`config.mk`:
```
export PLATFORM = sky130hd
export DESIGN_NAME = snake_body
export DESIGN_NICKNAME = d
export VERILOG_FILES = /design/src/rtl/snake_body.sv
export SDC_FILE = /design/constraint.sdc
export NUM_CORES = 1
export LEC_CHECK = 0
export ABC_AREA = 1
export CAP_MARGIN = 20
export CORE_ASPECT_RATIO = 1.1
export CORE_MARGIN = 2
export CORE_UTILIZATION = 55
export DETAILED_ROUTE_END_ITERATION = 10
export GPL_ROUTABILITY_DRIVEN = 0
export MAX_ROUTING_LAYER = met4
export PLACE_DENSITY = 0.68
export SLEW_MARGIN = 20
export SYNTH_ARGS = -nofsm -noshare
export SYNTH_HDL_FRONTEND = slang
export SYNTH_SLANG_ARGS = --single-unit
```
`constraint.sdc`:
```
create_clock -name clk -period 14.8 [get_ports clk]
set_clock_uncertainty 0.15 [all_clocks]
set_input_delay 4.44 -clock clk [delete_from_list [all_inputs] [get_ports clk]]
set_output_delay 4.44 -clock clk [all_outputs]
set_load 0.02 [all_outputs]
```
`src/rtl/snake_body.sv`:
```
// snake_body: variable-length snake on a toroidal grid.
// Moves on step, grows on request, detects self-collision.
module snake_body #(
   parameter int COORD_W  = 9,
   parameter int MAX_LEN  = 16,
   parameter int INIT_LEN = 5,
   parameter int GRID_W   = 40,
   parameter int GRID_H   = 30,
   parameter int START_X  = 20,
   parameter int START_Y  = 15
) (
   input  logic                         clk,
   input  logic                         rst,
   input  logic                         step,
   input  logic [1:0]                   dir,
   input  logic                         grow,
   input  logic [$clog2(MAX_LEN)-1:0]   rd_idx,
   output logic [COORD_W-1:0]           rd_x,
   output logic [COORD_W-1:0]           rd_y,
   output logic                         rd_valid,
   output logic [COORD_W-1:0]           head_x,
   output logic [COORD_W-1:0]           head_y,
   output logic [$clog2(MAX_LEN+1)-1:0] length,
   output logic [1:0]                   cur_dir,
   output logic                         alive,
   output logic                         self_hit
);

   localparam int LEN_W = $clog2(MAX_LEN+1);
   localparam logic [COORD_W-1:0] X_MAX = COORD_W'(GRID_W-1);
   localparam logic [COORD_W-1:0] Y_MAX = COORD_W'(GRID_H-1);
   localparam logic [COORD_W-1:0] C_ONE = COORD_W'(1);
   localparam logic [LEN_W-1:0]   L_MAX = LEN_W'(MAX_LEN);
   localparam logic [LEN_W-1:0]   L_ONE = LEN_W'(1);

   logic [COORD_W-1:0] seg_x_q [MAX_LEN];
   logic [COORD_W-1:0] seg_y_q [MAX_LEN];

   logic [LEN_W-1:0]   length_q, length_d;
   logic [1:0]         cur_dir_q, dir_d;
   logic               alive_q, alive_d;
   logic               self_hit_q, self_hit_d;
   logic               grow_pend_q, grow_pend_d;

   logic [COORD_W-1:0] nx, ny;
   logic               move, grow_take, growing, hit;
   logic [LEN_W-1:0]   lim;

   // Next head, legal direction, growth and collision decisions.
   always_comb begin
      dir_d = (dir == (cur_dir_q ^ 2'd2)) ? cur_dir_q : dir;
      nx    = seg_x_q[0];
      ny    = seg_y_q[0];
      unique case (dir_d)
         2'd0: nx = (seg_x_q[0] == X_MAX) ? '0 : seg_x_q[0] + C_ONE;
         2'd1: ny = (seg_y_q[0] == Y_MAX) ? '0 : seg_y_q[0] + C_ONE;
         2'd2: nx = (seg_x_q[0] == '0) ? X_MAX : seg_x_q[0] - C_ONE;
         2'd3: ny = (seg_y_q[0] == '0) ? Y_MAX : seg_y_q[0] - C_ONE;
      endcase

      move      = step & alive_q;
      grow_take = grow_pend_q | grow;
      growing   = grow_take & (length_q < L_MAX);
      // A growing snake keeps its tail, so the tail cell is also occupied.
      lim       = growing ? length_q : length_q - L_ONE;

      hit = 1'b0;
      for (int i = 0; i < MAX_LEN; i++) begin
         if (seg_x_q[i] == nx && seg_y_q[i] == ny && LEN_W'(i) < lim) begin
            hit = 1'b1;
         end
      end

      length_d    = length_q;
      alive_d     = alive_q;
      self_hit_d  = 1'b0;
      grow_pend_d = grow_take;
      if (move) begin
         grow_pend_d = 1'b0;
         if (growing) begin
            length_d = length_q + L_ONE;
         end
         if (hit) begin
            alive_d    = 1'b0;
            self_hit_d = 1'b1;
         end
      end
   end

   // Segment storage: reset to a horizontal line, shift on every move.
   always_ff @(posedge clk or posedge rst) begin
      if (rst) begin
         for (int i = 0; i < MAX_LEN; i++) begin
            if (i < INIT_LEN) begin
               seg_x_q[i] <= COORD_W'(START_X - i);
               seg_y_q[i] <= COORD_W'(START_Y);
            end else begin
               seg_x_q[i] <= '0;
               seg_y_q[i] <= '0;
            end
         end
      end else if (move) begin
         seg_x_q[0] <= nx;
         seg_y_q[0] <= ny;
         for (int i = 1; i < MAX_LEN; i++) begin
            seg_x_q[i] <= seg_x_q[i-1];
            seg_y_q[i] <= seg_y_q[i-1];
         end
      end
   end

   // Scalar state register.
   always_ff @(posedge clk or posedge rst) begin
      if (rst) begin
         length_q    <= LEN_W'(INIT_LEN);
         cur_dir_q   <= 2'd0;
         alive_q     <= 1'b1;
         self_hit_q  <= 1'b0;
         grow_pend_q <= 1'b0;
      end else begin
         length_q    <= length_d;
         cur_dir_q   <= dir_d;
         alive_q     <= alive_d;
         self_hit_q  <= self_hit_d;
         grow_pend_q <= grow_pend_d;
      end
   end

   assign rd_x     = seg_x_q[rd_idx];
   assign rd_y     = seg_y_q[rd_idx];
   assign rd_valid = LEN_W'(rd_idx) < length_q;
   assign head_x   = seg_x_q[0];
   assign head_y   = seg_y_q[0];
   assign length   = length_q;
   assign cur_dir  = cur_dir_q;
   assign alive    = alive_q;
   assign self_hit = self_hit_q;

endmodule

```
== Word-level counts from Yosys, hierarchy flattened ==
Index checks and enable logic that the tools add are counted.

* Register bits after elaboration: 298
* Bits in latches: 0
* RAM bits: 0
* Memory bits (read-only): 0
* Bits of input ports: 10
* Output and inout bits: 46
* Logic and storage cells: 175
* Memories: 0

* Add/subtract/negate cells: 6
* Multiply operators: 0
* Divide/modulo/power cells: 0
* Order comparisons: 19
* Equality and inequality tests: 38
* Shift operators: 0
* Muxes and demuxes: 33
* Bitwise gates (word level): 5
* Reductions and logical operators: 37

{| class="wikitable"
|+ Operators with widths
! cell !! number
|-
| $eq 9x9->1 || 32
|-
| $bmux 9 s4 || 2
|-
| $mux 9 || 8
|-
| $lt 4x5->1 const A || 8
|-
| $pmux 9 s2 || 2
|-
| $logic_and 1x1->1 || 32
|-
| $lt 3x5->1 const A || 4
|-
| $mux 1 || 19
|-
| $add 9x1->9 const B || 2
|-
| $logic_not 9->1 || 2
|-
| $sub 9x1->9 const B || 2
|-
| $lt 1x5->1 const A || 2
|-
| $lt 2x5->1 const A || 2
|-
| $eq 9x5->1 const B || 1
|-
| $eq 9x6->1 const B || 1
|-
| $add 5x1->5 const B || 1
|-
| $ge 5x5->1 const B || 1
|-
| $lt 4x5->1 || 1
|-
| $lt 5x5->1 const B || 1
|-
| $mux 5 || 1
|-
| $not 4->5 || 1
|-
| $sub 5x1->5 const B || 1
|-
| $eq 2x2->1 const B || 2
|-
| $reduce_and 2->1 || 2
|-
| 7 further kinds || 8
|}

== Depth between registers and ports, before layout ==
Gate-level depths: netlist of the first run.

* Depth in word-level cells: 26
* Depth in mapped cells: 22
* Gate-level depth less buffers: 22

== Worst setup path after synthesis of the first run ==
No wires, ideal clock.

* Kind: input port to output port
* Start point: input port rd_idx[0]
* End point: output port rd_x[5]
* Arrival time: 5,792 ps
* Data required time: 10,210 ps
* Slack: 4,418 ps
* Cell stages on the path: 8
* Buffers on the path: 3
* Cells stage by stage: clkbuf_1 clkbuf_1 clkbuf_1 a21oi_1 o21ai_0 nand2_1 o221ai_1 nand2_1

* Longest elaborated chain between the ends: 4

{| class="wikitable"
|+ RTL lines
! what !! RTL line !! RTL
|-
| from (decl) || 17 || <nowiki>input logic [$clog2(MAX_LEN)-1:0] rd_idx,</nowiki>
|-
| $not 4->5 (not written as such) || 129 || <nowiki>assign rd_x = seg_x_q[rd_idx];</nowiki>
|-
| $bmux 9 s4 || 129 ||
|-
| $mux 9 (not written as such) (2 in series) || 129 ||
|-
| to (decl) || 18 || <nowiki>output logic [COORD_W-1:0] rd_x,</nowiki>
|}

Every way passes these cells. The select of a mux whose other input is x is not followed.

== Final worst setup path of the first run ==
* Start point: input port rd_idx[3]
* End point: output port rd_y[8]

* Longest elaborated chain between the ends: 4

{| class="wikitable"
|+ RTL lines
! what !! RTL line !! RTL
|-
| $not 4->5 (not written as such) || 130 || <nowiki>assign rd_y = seg_y_q[rd_idx];</nowiki>
|-
| $bmux 9 s4 || 130 ||
|-
| $mux 9 (not written as such) (2 in series) || 130 ||
|-
| to (decl) || 19 || <nowiki>output logic [COORD_W-1:0] rd_y,</nowiki>
|}

Every way passes these cells. The select of a mux whose other input is x is not followed.

==> results of run 1 <==
==> layout by cell type, fill, tap and decap left out, types with 8 or more instances in the layout <==
master and instances:
ha_1 12, xor2_1 46, buf_4 15, dfstp_2 33, nand3_1 127, clkbuf_16 39, a21oi_1 159, clkdlybuf4s50_1 53
nand4_1 159, o221ai_1 35, clkbuf_1 12, nand3_2 15, o21ai_0 462, nor2_1 176, clkinv_2 8, inv_1 314
dfrtp_1 265, clkbuf_8 8, nand2_1 924, o21ai_1 8
==> power breakdown <==
group	switching, mW	internal (mW)	total, mW
Clock	0.380	0.555	0.936
Combinational	0.831	0.340	1.17
Sequential	0.189	0.980	1.17
==> logic make-up (layout without fill, tap and decap cells) <==
logic type	Yosys count	count (layout)
buffers and inverters	525	461
xor gates and xnor gates	50	50
adders and majority gates	12	12
and+or+nand+nor	1435	1435
other	0	2
AOI/OAI and AO/OA	680	680
DFF	298	298
==> layer usage <==
layer / share of wire, % / track usage (%)
met2: 43 / 58.2
met4: 7.0 / 24.4
met1: 40 / 53.6
met3: 10 / 6.59
met5: 0 / -
==> worst min-delay path by stage <==
stage / slack [ns] / endpoint / startpoint
finish: 0.33 / alive / alive
global route: 0.35 / alive / alive
CTS: 0.33 / alive / alive
detailed placement: 0.32 / alive / alive
global placement: 0.30 / alive / alive
floorplan: 0.30 / seg_x_q[134] / seg_x_q[134]
==> registers in the layout, summed over array words and instances, names as in the netlist <==
signal,count
seg_y_q,135
head_y,9
alive,1
length,5
seg_x_q,135
self_hit,1
grow_pend_q,1
cur_dir,2
head_x,9
==> area by class of cell <==
class	instances	area [sq um]	area share (%)
Multi-Input combinational cell	2177	10300	47.9
Sequential cell	298	7500	34.7
Inverter	322	1220	5.66
Clock buffer	58	1120	5.18
Timing Repair Buffer	70	677	3.14
Tap cell	487	609	2.82
Clock inverter	11	111	0.516
Antenna cell	2	5.00	0.0232
==> tightest hold or removal path, cell delays in order, from the launching register on <==
cell	delay (ns)
dfstp_2	0.38
inv_1	0.05
a21oi_1	0.04
==> impl_metrics.ini, run 1 <==
[critical_path]
crit_path_frequent_cell = clkdlybuf4s50_1
crit_arrival_ns = 7.59
slowest_delay_ns = 1.08
setup.worst_path.start = rd_idx[3]
startpoint_type = input pin
r2r-end = self_hit
worstSetupEndpointType = primary output
timing.rr.start = head_y[1]
path_class = input pin to primary output
cp_cell_sequence = clkdlybuf4s50_1, buf_4, clkinv_1, o221ai_1, nand2_1, clkdlybuf4s50_1
crit_buf_inv = 4
required_ns = 10.21
r2r_cells = 19
reg2reg_slack_ns = 10.48
cp_slowest_cell = clkinv_1
crit_fanout = 20
cp-endpoint = rd_y[8]
critPathTopFamily = buffers and inverters
path_depth = 6

[cts]
numCtsBuffers = 38
clock-sinks = 298
cts_max_level = 2
post_cts_buffers = 0
ctsHoldBuffers = 0
root_buffer = clkbuf_16
clk_pin_slew_ns = 0.06
tritoncts = yes
clock_path_buffers = 3
insertion_delay_ns = 0.57
cts_resized = 0

[detailed_routing]
via_per_inst = 6.05
drcViolationCount = 0
first_iter_violations = 2610
antenna_left = 0
drtPass1Iterations = 6
wirelength_um = 73700
via_count = 20718
routedWlPerCell_um = 21.5

[sta]
setup_violations = 0
fin_ws_ns = 2.62
setup_tns_ns = 0
period_share_pct = 82.3
hold_slack_ns = 0.330
rsz0062_at_grt = false
worstMarginPinSlew_ns = 1.21
hold_violations = 0
drv_slew = 0
relSlewSlack_pct = 18.6
min_period_ns = 12.18
fmax_ghz = 0.0821

[synth]
synthSimpleGateAreaFrac_pct = 30.9
synth_fp_nets = 3022
ys_types = 39
syn-cell-area_sq_um = 20000
synth.area.mux_share_pct = 0
synth_top_area_cell = dfrtp_1
synth_top_family_by_area = simple AND/OR/NAND/NOR gates
synth_edf_count = 0
synth_most_common_cell = nand2_1
synth-xor-area-share_pct = 2.19
synthAdderAreaFrac_pct = 0.750
ys.flop_type = dfrtp_1
synth_area_per_cell_sq_um = 6.67
yosysTopAreaCellShare_pct = 33.1
synth_common_cells = nand2_1 (925), o21ai_0 (462), inv_1 (315)
yosys-top-cells-area = dfrtp_1 (33%), nand2_1 (17%), o21ai_0 (12%)
ys_seq_elements = 298
synthArstFlopShare_pct = 100
yosysWarnings = 0
synth_compound_area_share_pct = 17.9
ys_seq_area_share_pct = 37.5
synth_cells = 3000

[placement]
pre_cts_ws_ns = 2.85
place_inst = 3354
place_area_sq_um = 20400
portBuffers = 55
dpl.hpwl_um = 51700

[floorplan]
pin_count = 56
die_w_um = 186
core_sq_um = 36000
die_h_um = 204
die_area_sq_um = 37900
rows = 73
initial_utilization_pct = 55.6

[cells_and_area]
drive_gt1_share_pct = 5.25
layout.cells.non_filler = 3425
fillers = 3539
final_core_util_pct = 60.0
finish.instance_area_sq_um = 21600
nNetsFinal = 2929
areaGrowthSynthToFinish_pct = 7.91

[global_routing]
grt_max_degree = 271
grt_pass1_vias = 18672
track_usage_pct = 40.5
grt_overflow = 0
antenna_found_initial = 2
grt_first_pass_wirelength_um = 112000

[status]
outcome = finished clean

[power_and_ir_drop]
total_power_mw = 3.28
p_per_area_nw_per_um2 = 152
peakVddDrop_uv = 111
leakagePower_nw = 9.95

[min_path]
hold_depth = 2
hp-class = register to register

[flow_run]
maxCapViolCount = 0
(Power assumes the default switching activity.)
==> run 2: changes to the inputs <==
--- a/config.mk
+++ b/config.mk
@@ -13,7 +13,7 @@
 export DETAILED_ROUTE_END_ITERATION = 10
 export GPL_ROUTABILITY_DRIVEN = 0
 export MAX_ROUTING_LAYER = met4
-export PLACE_DENSITY = 0.68
+export PLACE_DENSITY = 0.71
 export SLEW_MARGIN = 20
 export SYNTH_ARGS = -nofsm -noshare
 export SYNTH_HDL_FRONTEND = slang
==> constraint.sdc (replaced) <==
create_clock -name clk -period 11 [get_ports clk]
set_clock_uncertainty 0.15 [all_clocks]
set_input_delay 3.3 -clock clk [delete_from_list [all_inputs] [get_ports clk]]
set_output_delay 3.3 -clock clk [all_outputs]
set_load 0.02 [all_outputs]
==> impl_metrics.ini, run 2 (synthesis results as in run 1) <==
[power_and_ir_drop]
peakVddDrop_uv = 142
p_sw_mw = 1.89
swShare_pct = 42.0
total_power_mw = 4.51
seqPwrFrac_pct = 34.6
p_per_area_nw_per_um2 = 208
p_int_mw = 2.62
clkPwrFrac_pct = 30.0
p_comb_share_pct = 35.4
leakagePower_nw = 10.0

[detailed_routing]
via_per_inst = 6.13
first_iter_violations = 3235
drtPass1Iterations = 8
via_count = 20998
antenna_left = 0
wirelength_um = 74200
drcViolationCount = 0
routedWlPerCell_um = 21.7

[floorplan]
initial_utilization_pct = 55.6
rows = 73
pin_count = 56
die_area_sq_um = 37900
core_sq_um = 36000
die_w_um = 186
die_h_um = 204

[flow_run]
maxCapViolCount = 0

[sta]
hold_slack_ns = 0.316
hold_violations = 0
min_period_ns = 9.64
fmax_ghz = 0.104
setup_tns_ns = 0
worstMarginPinSlew_ns = 1.11
fin_ws_ns = 1.36
period_share_pct = 87.6
drv_slew = 0
setup_violations = 0
rsz0062_at_grt = false
relSlewSlack_pct = 25.9

[cts]
ctsHoldBuffers = 0
clock_path_buffers = 3
tritoncts = yes
cts_resized = 0
clock-sinks = 298
cts_max_level = 2
numCtsBuffers = 36
insertion_delay_ns = 0.56
root_buffer = clkbuf_16
clk_pin_slew_ns = 0.06
post_cts_buffers = 0

[global_routing]
grt_overflow = 0
grt_pass1_vias = 18875
grt_first_pass_wirelength_um = 113000
grt_max_degree = 244
antenna_found_initial = 3
track_usage_pct = 40.6

[critical_path]
worstSetupEndpointType = primary output
crit_fanout = 20
crit_arrival_ns = 6.19
path_class = input pin to primary output
startpoint_type = input pin
required_ns = 7.55
reg2reg_slack_ns = 6.75

[status]
outcome = finished clean

[cells_and_area]
top_regs = seg_x_q: 135 flops, seg_y_q: 135 flops
areaGrowthSynthToFinish_pct = 8.65
seq_area_sq_um = 7500
nNetsFinal = 2931
fillers = 3459
finish.instance_area_sq_um = 21700
layout.cells.non_filler = 3425
drive_gt1_share_pct = 5.49
layout_common_cells = nand2_1 (924), o21ai_0 (462), inv_1 (314)
final_core_util_pct = 60.4
multi_input_area_sq_um = 10300
final_common_cell = nand2_1

[min_path]
hp-class = register to register

[placement]
place_area_sq_um = 20400
dpl.hpwl_um = 52100
portBuffers = 55
place_inst = 3358
pre_cts_ws_ns = 1.45
## run 2: changes by cell type in the layout (fill, tap and decap cells not counted), moves of 2 or more
cell / delta
clkbuf_1: -8
clkbuf_8: +2
buf_12: +3
clkinv_2: -2
clkbuf_16: -2
bufinv_16: +5
## run 2: per-layer routing
metal	vias up	track usage, %	wire [um]
met5	-	-	0
met4	0	25.3	5510
met3	266	8.27	8800
met2	1343	57.6	31700
met1	9755	53.0	28300
li1	9634	-	-
## run 2: path summary, 6_finish.rpt
check | from | endpoint | depth (start not counted)
max in group asynchronous | rst | seg_x_q[91] | 4
setup / recovery | rd_idx[3] | rd_x[6] | 6
setup reg to reg | head_x[8] | self_hit | 18
hold / removal | alive | alive | 2
min in group asynchronous | rst | seg_y_q[89] | 2
hold reg to reg | alive | alive | 2
## run 2: power groups by stage
| stage | registers (mW) | clock network [mW] | logic (mW) |
|---|---|---|---|
| final | 1.56 | 1.35 | 1.60 |
| after global routing | 1.58 | 1.40 | 1.73 |
| after CTS | 1.55 | 1.35 | 1.54 |
| after detailed placement | 1.57 | 0 | 1.53 |
| after global placement | 1.56 | 0 | 1.51 |
| after floorplan | 1.47 | 0 | 1.08 |
## run 2: cell type report
class	instances	share of cell area [%]
diodes	3	0.0345
multi-input cells	2177	47.6
repair buffers	74	3.42
clock buffers	50	4.90
well taps	487	2.80
clock inverters	14	1.14
flip-flops and latches	298	34.5
inverters	322	5.60
## run 2: worst max-delay path: stages
cell and delay [ns]:
clkdlybuf4s50_1 0.46, buf_4 0.37, clkinv_1 0.86, o211ai_1 0.42, nand2_1 0.18, clkdlybuf4s50_1 0.58
